File: config.mk
export PLATFORM = sky130hd
export DESIGN_NAME = pipeline_hazard_ctrl
export DESIGN_NICKNAME = d
export VERILOG_FILES = /design/src/rtl/hazard_pkg.sv /design/src/rtl/mem_wait_fsm.sv /design/src/rtl/pipeline_hazard_ctrl.sv
export SDC_FILE = /design/constraint.sdc
export NUM_CORES = 1
export LEC_CHECK = 0
export CAP_MARGIN = 25
export CORE_MARGIN = 3
export CORE_UTILIZATION = 43
export CTS_CLUSTER_DIAMETER = 40
export CTS_CLUSTER_SIZE = 40
export DETAILED_ROUTE_END_ITERATION = 6
export PLACE_DENSITY = 0.94
export SKIP_CTS_REPAIR_TIMING = 1
export SLEW_MARGIN = 20
export SYNTH_ARGS = -nofsm -noshare
export SYNTH_HDL_FRONTEND = slang
export SYNTH_SLANG_ARGS = --single-unit
File: constraint.sdc
create_clock -name clk -period 4.4 [get_ports clk]
set_clock_uncertainty 0.05 [all_clocks]
set_input_delay 1.32 -clock clk [delete_from_list [all_inputs] [get_ports clk]]
set_output_delay 1.32 -clock clk [all_outputs]
set_load 0.1 [all_outputs]
File: src/rtl/hazard_pkg.sv
// Shared types for the pipeline stall/flush controller:
// FSM state enum, strobe bundle and canned strobe patterns.
package hazard_pkg;

  typedef enum logic [1:0] {
    RUN   = 2'd0,
    MWAIT = 2'd1,
    ERR   = 2'd2
  } hz_state_e;

  typedef struct packed {
    logic pc_we;
    logic ifid_we;
    logic idex_we;
    logic exmem_we;
    logic memwb_we;
    logic ifid_clr;
    logic idex_clr;
    logic exmem_clr;
    logic memwb_clr;
  } stage_ctrl_t;

  localparam stage_ctrl_t STROBE_DEFAULT =
    stage_ctrl_t'(9'b11111_0000);
  localparam stage_ctrl_t STROBE_STALL =
    stage_ctrl_t'(9'b00000_0001);
  localparam stage_ctrl_t STROBE_RESET =
    stage_ctrl_t'(9'b00000_1111);
  localparam stage_ctrl_t STROBE_FREEZE =
    stage_ctrl_t'(9'b00000_0000);

endpackage

File: src/rtl/mem_wait_fsm.sv
// Data-memory wait FSM: RUN / MWAIT / ERR with saturating wait counter.
// Ports: clk, rst, mem_req_i, mem_ack_i -> state_o, mem_err_o (sticky).
module mem_wait_fsm
  import hazard_pkg::*;
#(
  parameter int MEM_TIMEOUT = 15
) (
  input  logic      clk,
  input  logic      rst,
  input  logic      mem_req_i,
  input  logic      mem_ack_i,
  output hz_state_e state_o,
  output logic      mem_err_o
);

  localparam int CW =
    (MEM_TIMEOUT > 0) ? $clog2(MEM_TIMEOUT + 1) : 1;
  localparam bit TMO_EN = (MEM_TIMEOUT != 0);
  localparam logic [CW-1:0] TMO_CNT = CW'(MEM_TIMEOUT);
  localparam logic [CW-1:0] CNT_MAX = {CW{1'b1}};

  hz_state_e     state_q;
  logic [CW-1:0] cnt_q;
  logic          err_q;

  always_ff @(posedge clk or posedge rst) begin
    if (rst) begin
      state_q <= RUN;
      cnt_q   <= '0;
      err_q   <= 1'b0;
    end else begin
      unique case (state_q)
        RUN: begin
          if (mem_req_i && !mem_ack_i) begin
            state_q <= MWAIT;
            cnt_q   <= CW'(1);
          end
        end
        MWAIT: begin
          if (mem_ack_i || !mem_req_i) begin
            state_q <= RUN;
            cnt_q   <= '0;
          end else if (TMO_EN && cnt_q == TMO_CNT) begin
            state_q <= ERR;
            err_q   <= 1'b1;
          end else if (cnt_q != CNT_MAX) begin
            cnt_q <= cnt_q + CW'(1);
          end
        end
        ERR: begin
          err_q <= 1'b1;
        end
        default: begin
          state_q <= RUN;
          cnt_q   <= '0;
        end
      endcase
    end
  end

  assign state_o   = state_q;
  assign mem_err_o = err_q;

endmodule

File: src/rtl/pipeline_hazard_ctrl.sv
// Stall/flush controller: load-use, branch flush, memory wait + timeout.
// Ports: hazard inputs -> *_we/*_clr strobes, mem_err; perf counters
// stall_cycles/flush_count only when HAZARD_PERF_EN is defined.
module pipeline_hazard_ctrl
  import hazard_pkg::*;
#(
  parameter int MEM_TIMEOUT = 15
) (
  input  logic       clk,
  input  logic       rst,
  input  logic [4:0] id_rs,
  input  logic [4:0] id_rt,
  input  logic       ex_memread,
  input  logic       ex_regwrite,
  input  logic [4:0] ex_wregnum,
  input  logic       ex_branch_taken,
  input  logic       mem_req,
  input  logic       mem_ack,
  output logic       pc_we,
  output logic       ifid_we,
  output logic       idex_we,
  output logic       exmem_we,
  output logic       memwb_we,
  output logic       ifid_clr,
  output logic       idex_clr,
  output logic       exmem_clr,
  output logic       memwb_clr,
  output logic       mem_err
`ifdef HAZARD_PERF_EN
  ,
  output logic [31:0] stall_cycles,
  output logic [31:0] flush_count
`endif
);

  hz_state_e   state;
  stage_ctrl_t ctrl;
  logic        luse;
  logic        mstall;

  mem_wait_fsm #(
    .MEM_TIMEOUT(MEM_TIMEOUT)
  ) u_fsm (
    .clk      (clk),
    .rst      (rst),
    .mem_req_i(mem_req),
    .mem_ack_i(mem_ack),
    .state_o  (state),
    .mem_err_o(mem_err)
  );

  assign luse = ex_memread && ex_regwrite &&
                (ex_wregnum != 5'd0) &&
                (ex_wregnum == id_rs ||
                 ex_wregnum == id_rt);

  assign mstall = mem_req && !mem_ack;

  always_comb begin
    ctrl = STROBE_DEFAULT;
    if (rst) begin
      ctrl = STROBE_RESET;
    end else begin
      unique case (state)
        RUN: begin
          if (mstall) begin
            ctrl = STROBE_STALL;
          end else if (ex_branch_taken) begin
            // ID instr is squashed, so luse needs no stall
            ctrl.ifid_clr = 1'b1;
            ctrl.idex_clr = 1'b1;
          end else if (luse) begin
            ctrl.pc_we    = 1'b0;
            ctrl.ifid_we  = 1'b0;
            ctrl.idex_clr = 1'b1;
          end
        end
        // timeout cycle also stalls; only ack or withdraw resume
        MWAIT: begin
          if (mstall) ctrl = STROBE_STALL;
        end
        ERR: begin
          ctrl = STROBE_FREEZE;
        end
        default: begin
          ctrl = STROBE_RESET;
        end
      endcase
    end
  end

  assign pc_we     = ctrl.pc_we;
  assign ifid_we   = ctrl.ifid_we;
  assign idex_we   = ctrl.idex_we;
  assign exmem_we  = ctrl.exmem_we;
  assign memwb_we  = ctrl.memwb_we;
  assign ifid_clr  = ctrl.ifid_clr;
  assign idex_clr  = ctrl.idex_clr;
  assign exmem_clr = ctrl.exmem_clr;
  assign memwb_clr = ctrl.memwb_clr;

`ifdef HAZARD_PERF_EN
  logic        flush_apply;
  logic [31:0] stall_q;
  logic [31:0] flush_q;

  assign flush_apply = (state == RUN) && !mstall &&
                       ex_branch_taken;

  always_ff @(posedge clk or posedge rst) begin
    if (rst) begin
      stall_q <= '0;
      flush_q <= '0;
    end else begin
      if (!ctrl.pc_we && state != ERR)
        stall_q <= stall_q + 32'd1;
      if (flush_apply)
        flush_q <= flush_q + 32'd1;
    end
  end

  assign stall_cycles = stall_q;
  assign flush_count  = flush_q;
`endif

endmodule

==> results.txt, run 1 <==
* Synth unique cells: 30
- Leading area contributor after synthesis: sky130_fd_sc_hd__dfrtp_1
- Antenna violations before repair: 0
- In this run the number of H-tree levels came out at 1.
- The flow ran to the end, and the final reports show no timing, DRC or antenna violations.
- Across the run, the number of max-cap violations was 0.
* Total number of vias: 744
* Mux share of post-synthesis cell area: 0%
- Entering global routing, the biggest net connects 11 pins.
- Synthesized flop and latch total: 7
* CTS clock-pin slew for the worst setup and hold paths: 0.05 ns
- Router iterations before antenna repair: 4
* Worst hold slack: 0.425 ns
- Global routing finished with a remaining overflow of 0.
- Number of buffer cells added on primary ports: 31
- After the last flow step, the layout net total stands at 143.
* Root buffer cell: sky130_fd_sc_hd__clkbuf_4
* Die Span Y: 45.8 um
* Worst-path fanout max: 3
- Warning count from the yosys run: 0
- Setup violations remaining at the end of the flow were counted as 0.
- The clock net in this run drives a total of 7 sinks.
- After synthesis, the largest family of logic cells by area is compound AO/OA/AOI/OAI gates.
- Registers take 175 um2.
- In this run the cell area measured after placement is 1120 um2.
- Global-route wire length before repair: 3020 um
* HPWL after detailed placement: 1710 um
* Complex-gate fraction of the synthesized area: 25.1%
- The synthesized netlist devotes 20.6% of its cell area to simple gates.
- Number of I/O pins: 32
* Placeable Area: 1400 um2
* Die Wd: 45.8 um
- Slack of the worst reg-to-reg path: 2.80 ns
- Required time at the worst-slack endpoint: 3.03 ns
- Main area contributors after synthesis: sky130_fd_sc_hd__dfrtp_1 26%, sky130_fd_sc_hd__xor2_1 13%, sky130_fd_sc_hd__ha_1 9.2%
- Data arrival time of the critical path: 2.92 ns
- After floorplanning, the core was divided into 13 placement rows.
- For this run, the register share of the synthesized area comes to 25.7%.
* Avg Cell Area, Syn: 8.32 um2
- Synthesis produced a netlist with a net count of 109.
- Critical path type: in2out
- ANT nets after route: 0
* Area share of the largest cell type after synthesis: 25.7%
- Counting the fill cells in the layout gives 87.
- CP endpoint kind: output pin
- Static timing analysis puts the maximum clock frequency at 233 MHz.
* Clock network fraction of total power: 11.2%
- Dividing the detail-routed via count by the number of cells gives 5.72.
- The worst setup path is launched from an input port.
- Final hold violation count: 0
* Mapped cell area: 682 um2
- Switching power: 0.252 mW
* Most frequent cell after synthesis: sky130_fd_sc_hd__xor2_1
- Number of clock buffers inserted by TritonCTS: 3
- Drt drc: 0
- CTS tree: built
- Most common flop cell mapped by yosys: sky130_fd_sc_hd__dfrtp_1
- Sequential cells burn 18.6% of the power.
- Final worst-path cycle share: 97.6%
* Async set-or-reset flop fraction in the synthesized netlist: 100%
- Net switching is 51.3% of the power.
* Tot GR Track Use: 20.4%
- The internal portion of the total power is 0.239 mW.
- The detailed router finished its first iteration with 21 violations.
* Slew at the pin closest to its max-slew limit: 0.965 ns
- Post-synthesis share of cell area spent on full adders, half adders and majority gates: 9.17%
- Worst-skew pair later-pin latency: 0.24 ns
- Setup repair after global routing left no endpoint under its margin.
- Worst hold-check path type: reg2reg
* Number of global-route vias before repair: 724
* Maximum resistive drop on vdd: 0.369 mV
- Antenna cell count: 0
- In the final routed layout, each cell accounts on average for 15.4 um.
- Share of the synthesized netlist area taken by xor and xnor gates: 12.8%
* Weighted congestion at the end of routability-driven global placement: 0.824
* Buffer depth of the longest clock path: 2
* Number of flops mapped to enable cells by yosys: 0
- Summing all multi-input logic gate instances after layout gives 499 um2.
* Initial core utilization: 48.7%
* Max-Slew Margin vs Limit: 35.4%
- The number of pins exceeding their max-slew limit in the final report came to 0.
- Summing all non-filler instances in the final layout gives an area of 1150 um2.
* Cells after synthesis: 82
- Layout cell share with drive strength beyond 1: 20.0%
- Top post-synthesis cells by count: 10 x sky130_fd_sc_hd__xor2_1, 7 x sky130_fd_sc_hd__dfrtp_1, 6 x sky130_fd_sc_hd__a21oi_1, 6 x sky130_fd_sc_hd__nand2_1, 6 x sky130_fd_sc_hd__o21ai_0
- The analysis attributes to cell leakage a power of 0.481 nW.
* Combinational share of power: 70.2%
* Ratio of total power to cell area: 427 nW/um2
- Time the final worst path needs with I/O delays and setup: 4.29 ns
- Die area: 2100 um2
- For this block, the routed nets add up to 2010 um of wire.
- Compared with the post-synthesis result, the final layout area differs by 68.6%.
area by class of cell:
class                      count  share of cell area (%)
multi-input combinational     67                    43.4
tap                           15                    1.63
sequential                     7                    15.2
timing repair buffer          33                    36.1
inverter                       4                    1.31
clock buffer                   4                    2.29
cells by family after synthesis:
group,Yosys count
buffers and inverters,8
adder cells (fa/ha/maj),5
AND/OR/NAND/NOR,27
AO/OA/AOI/OAI,25
flip-flops,7
XOR/XNOR,10
flip-flops by register name (all words and copies together), names as in the netlist:
name,cells
u_fsm.state_o,2
u_fsm.cnt_q,4
u_fsm.mem_err_o,1
power groups by stage:
| stage | Sequential [mW] | Clock, mW | Combinational [mW] |
|---|---|---|---|
| finish | 0.0914 | 0.0547 | 0.345 |
| global route | 0.0930 | 0.0630 | 0.360 |
| CTS | 0.0910 | 0.0576 | 0.345 |
| detailed placement | 0.0921 | 0 | 0.345 |
| global placement | 0.0899 | 0 | 0.334 |
| floorplan | 0.0877 | 0 | 0.234 |
metal layers:
metal / share of wire [%] / global-route usage [%] / vias to the layer above
li1: - / - / 363
met1: 35 / 19.5 / 343
met2: 54 / 38.4 / 36
met3: 10 / 8.30 / 2
met4: 0.85 / 7.39 / 0
met5: 0 / 0 / -
final timing paths:
check	from	end	cells after the start
worst max-delay path	ex_wregnum[1]	ifid_we	6
worst min-delay path	u_fsm.mem_err_o	u_fsm.mem_err_o	1
worst max register to register	u_fsm.state_o[0]	u_fsm.cnt_q[1]	5
worst min register to register	u_fsm.mem_err_o	u_fsm.mem_err_o	1
max in group asynchronous	rst	u_fsm.cnt_q[1]	3
min in group asynchronous	rst	u_fsm.state_o[1]	3
layout by cell type, fill, tap and decap left out, types with 2 or more instances in the layout:
master	count
sky130_fd_sc_hd__clkdlybuf4s50_1	22
sky130_fd_sc_hd__nor3_1	4
sky130_fd_sc_hd__a21oi_1	6
sky130_fd_sc_hd__clkbuf_4	3
sky130_fd_sc_hd__buf_4	2
sky130_fd_sc_hd__nor2_1	5
sky130_fd_sc_hd__nand2_1	6
sky130_fd_sc_hd__dfrtp_1	7
sky130_fd_sc_hd__xor2_1	10
sky130_fd_sc_hd__ha_1	5
sky130_fd_sc_hd__buf_12	9
sky130_fd_sc_hd__o211ai_1	3
sky130_fd_sc_hd__nand3_1	2
sky130_fd_sc_hd__inv_1	4
sky130_fd_sc_hd__o21ai_0	6
metrics by stage:
step	setup TNS, ns	power, mW	utilization, %	instances	worst slack [ns]
2_1_floorplan	-0.583	0.322	-	82	-0.279
6_report	0	0.491	82.2	130	0.105
5_1_grt	0	0.516	82.2	130	0.0792
4_1_cts	0	0.493	82.2	130	0.109
3_5_place_dp	0	0.437	80.3	126	0.110
3_3_place_gp	0	0.424	80.3	126	0.136
critical path, stage by stage:
cell                              delay (ns)
sky130_fd_sc_hd__clkdlybuf4s50_1        0.47
sky130_fd_sc_hd__or4_4                  0.57
sky130_fd_sc_hd__nor2_2                 0.11
sky130_fd_sc_hd__a2111o_1               0.12
sky130_fd_sc_hd__o21a_4                 0.15
sky130_fd_sc_hd__buf_12                 0.17
(Power assumes the default switching activity.)
==> run 2, diff against run 1 <==
--- a/config.mk
+++ b/config.mk
@@ -6,11 +6,12 @@
 export NUM_CORES = 1
 export LEC_CHECK = 0
 export CAP_MARGIN = 25
-export CORE_MARGIN = 3
+export CORE_MARGIN = 10
 export CORE_UTILIZATION = 43
 export CTS_CLUSTER_DIAMETER = 40
 export CTS_CLUSTER_SIZE = 40
 export DETAILED_ROUTE_END_ITERATION = 6
+export GPL_TIMING_DRIVEN = 0
 export PLACE_DENSITY = 0.94
 export SKIP_CTS_REPAIR_TIMING = 1
 export SLEW_MARGIN = 20
==> run 2 against run 1 <==
Effect of this change:
- cell count rose by 2.3%
- register-to-register slack got worse by 0.04 ns
- clock-buffer cell count did not move
==> results.txt, run 2 (same netlist as run 1, synthesis figures left out) <==
* Critical path type: in2out (unchanged)
- Most common library cell in the layout ignoring fill and taps: sky130_fd_sc_hd__clkdlybuf4s50_1 (unchanged)
* Max FFs per register: 4 (unchanged)
* Drt drc: 0 (unchanged)
- The clock network latency to the later pin of the worst-skew pair came to 0.26 ns (was 0.24 ns).
* Commonest cells after routing, fill and taps aside: 22 x sky130_fd_sc_hd__clkdlybuf4s50_1, 10 x sky130_fd_sc_hd__xor2_1, 7 x sky130_fd_sc_hd__dfrtp_1 (was 22 x sky130_fd_sc_hd__clkdlybuf4s50_1, 10 x sky130_fd_sc_hd__xor2_1, 9 x sky130_fd_sc_hd__buf_12, 7 x sky130_fd_sc_hd__dfrtp_1)
- Max-Slew Margin vs Limit: 34.9% (was 35.4%)
- HPWL after detailed placement: 1800 um (was 1710 um)
- Setup violation total in the final timing report: 0 (unchanged)
- The count of input and output buffers is 31 (unchanged).
* Worst hold path cell count: 1 (unchanged)
* Number of global-route vias before repair: 779 (was 724)
- The total leakage power came to 0.467 nW (was 0.481 nW).
- Final worst-path cycle share: 99.0% (was 97.6%)
- The worst endpoint data arrival time was 2.98 ns (was 2.92 ns).
- Slew at the pin closest to its max-slew limit: 0.974 ns (was 0.965 ns)
* Total chip power: 0.460 mW (was 0.491 mW)
* CTS clock-pin slew for the worst setup and hold paths: 0.05 ns (about the same)
- The overall die area came to 3580 um2 (was 2100 um2).
- Root buffer cell: sky130_fd_sc_hd__clkbuf_4 (unchanged)
- The final cell utilization of the core is 71.8% (was 82.2%).
- Logic depth of the worst register-to-register path: 5 (unchanged)
- Standard-cell row count: 14 (was 13)
* H-tree depth: 1 (unchanged)
* Top register by number of flip-flops: u_fsm.cnt_q (unchanged)
- The type of element capturing the critical path is an output pin (unchanged).
- Result of the run: completed (unchanged).
- The layout-stage area growth over the synthesis result came to 58.5% (was 68.6%).
* Ratio of total power to cell area: 426 nW/um2 (was 427 nW/um2)
- WL per Instance: 16.6 um (was 15.4 um)
- Total overflow reported by the global router: 0 (unchanged)
- Buffer depth of the longest clock path: 2 (unchanged)
- RSZ-0062 raised after global routing: yes (was no).
- Die Span Y: 59.8 um (was 45.8 um)
- The number of pins exceeding their max-slew limit in the final report came to 0 (unchanged).
- Required time at the worst-slack endpoint: 3.03 ns (about the same)
- The chip width is 59.8 um (was 45.8 um).
* Nature of the critical path startpoint: input port (unchanged)
* Placeable Area: 1510 um2 (was 1400 um2)
- Number of clock buffers inserted by TritonCTS: 3 (unchanged)
- Tot GR Track Use: 12.4% (was 20.4%)
- The upper clock frequency limit is 230 MHz (was 233 MHz).
- Antenna violations before repair: 0 (unchanged)
- The top fanout value on the critical path is 3 (unchanged).
- Total number of vias: 775 (was 744)
- The routability-driven placement congestion ratio came to 0.833 (was 0.824).
- The time the worst path needs with I/O delays and setup is 4.35 ns (was 4.29 ns).
* Total number of nets in the final design: 145 (was 143)
- The count of max-cap constraint violations is 0 (unchanged).
- CTS tree: built (unchanged)
- Slack of the worst reg-to-reg path: 2.76 ns (was 2.80 ns)
* Worst hold-check path type: reg2reg (unchanged)
- The hold violation total from the final report is 0 (unchanged).
* Maximum number of pins on one net before global-route repair: 11 (unchanged)
* Clock Sinks: 7 (unchanged)
- Accumulated negative setup slack: 0 ns (unchanged)
* Final routed wirelength across all metal layers: 2200 um (was 2010 um)
- The average vias per placed instance is 5.83 (was 5.72).
* Fill cell count: 120 (was 87)
- The largest voltage drop on the vdd net is 0.342 mV (was 0.369 mV).
- The layout cell share with drive strength beyond 1 came to 20.5% (was 20.0%).
- Number of I/O pins: 32 (unchanged)
* DRC marker count from the first detailed-route iteration: 18 (was 21)
- The initial standard-cell utilization of the core came to 45.3% (was 48.7%).
- The remaining antenna violation count after routing came to 0 (unchanged).
* Router iterations before antenna repair: 4 (unchanged)
- Global-route wire length before repair: 3500 um (was 3020 um)
* Antenna cell count: 0 (unchanged)
## run 2: changes by cell type in the layout (fill, tap and decap cells not counted), sizes merged
cell	change
clkbuf	+4
dlymetal6s2s	+1
buf	-3
## run 2: through the flow
stage / instance area, um2 / hold WS, ns / setup WS, ns / instances
floorplan: 736 / 0.461 / -0.279 / 82
global placement: 1070 / 0.394 / -0.891 / 129
detailed placement: 1070 / 0.421 / -0.915 / 129
CTS: 1090 / 0.439 / -0.919 / 133
global route: 1080 / 0.451 / -0.0232 / 133
finish: 1080 / 0.434 / 0.0456 / 133
## run 2: worst paths after layout
| path | from | to |
|---|---|---|
| max | ex_wregnum[2] | pc_we |
| max reg2reg | u_fsm.state_o[0] | u_fsm.cnt_q[1] |
| min | u_fsm.mem_err_o | u_fsm.mem_err_o |
| min reg2reg | u_fsm.mem_err_o | u_fsm.mem_err_o |
| min in group asynchronous | rst | u_fsm.cnt_q[0] |
| max in group asynchronous | rst | u_fsm.cnt_q[2] |
## run 2: routing by layer
metal,vias up,track usage (%),wire length [um]
met5,-,0,0
met4,0,4.81,30
met3,3,4.03,207
met2,37,22.8,1160
met1,374,12.4,808
li1,361,-,-
## run 2: power by group
part	leakage (nW)	total, mW	switching [mW]	internal (mW)
sequential	0.0895	0.0913	0.0166	0.0747
clock	0.0150	0.0590	0.0243	0.0347
combinational	0.363	0.310	0.209	0.101
total	0.467	0.460	0.250	0.210
## run 2: final cells by class
class                   instances  area, um2  area share [%]
repair buffers                 31        299            27.7
multi-input cells              67        499            46.2
flip-flops and latches          7        175            16.2
well taps                      16       20.0            1.85
clock buffers                   4       26.3            2.43
plain buffers                   4       46.3            4.28
inverters                       4       15.0            1.39
## run 2: critical path, cell delays in order
cell and delay [ns]:
sky130_fd_sc_hd__clkdlybuf4s50_1 0.48, sky130_fd_sc_hd__or4_4 0.54, sky130_fd_sc_hd__nor2_2 0.11, sky130_fd_sc_hd__a2111o_1 0.13, sky130_fd_sc_hd__o21a_4 0.14, sky130_fd_sc_hd__buf_12 0.10, sky130_fd_sc_hd__buf_12 0.16
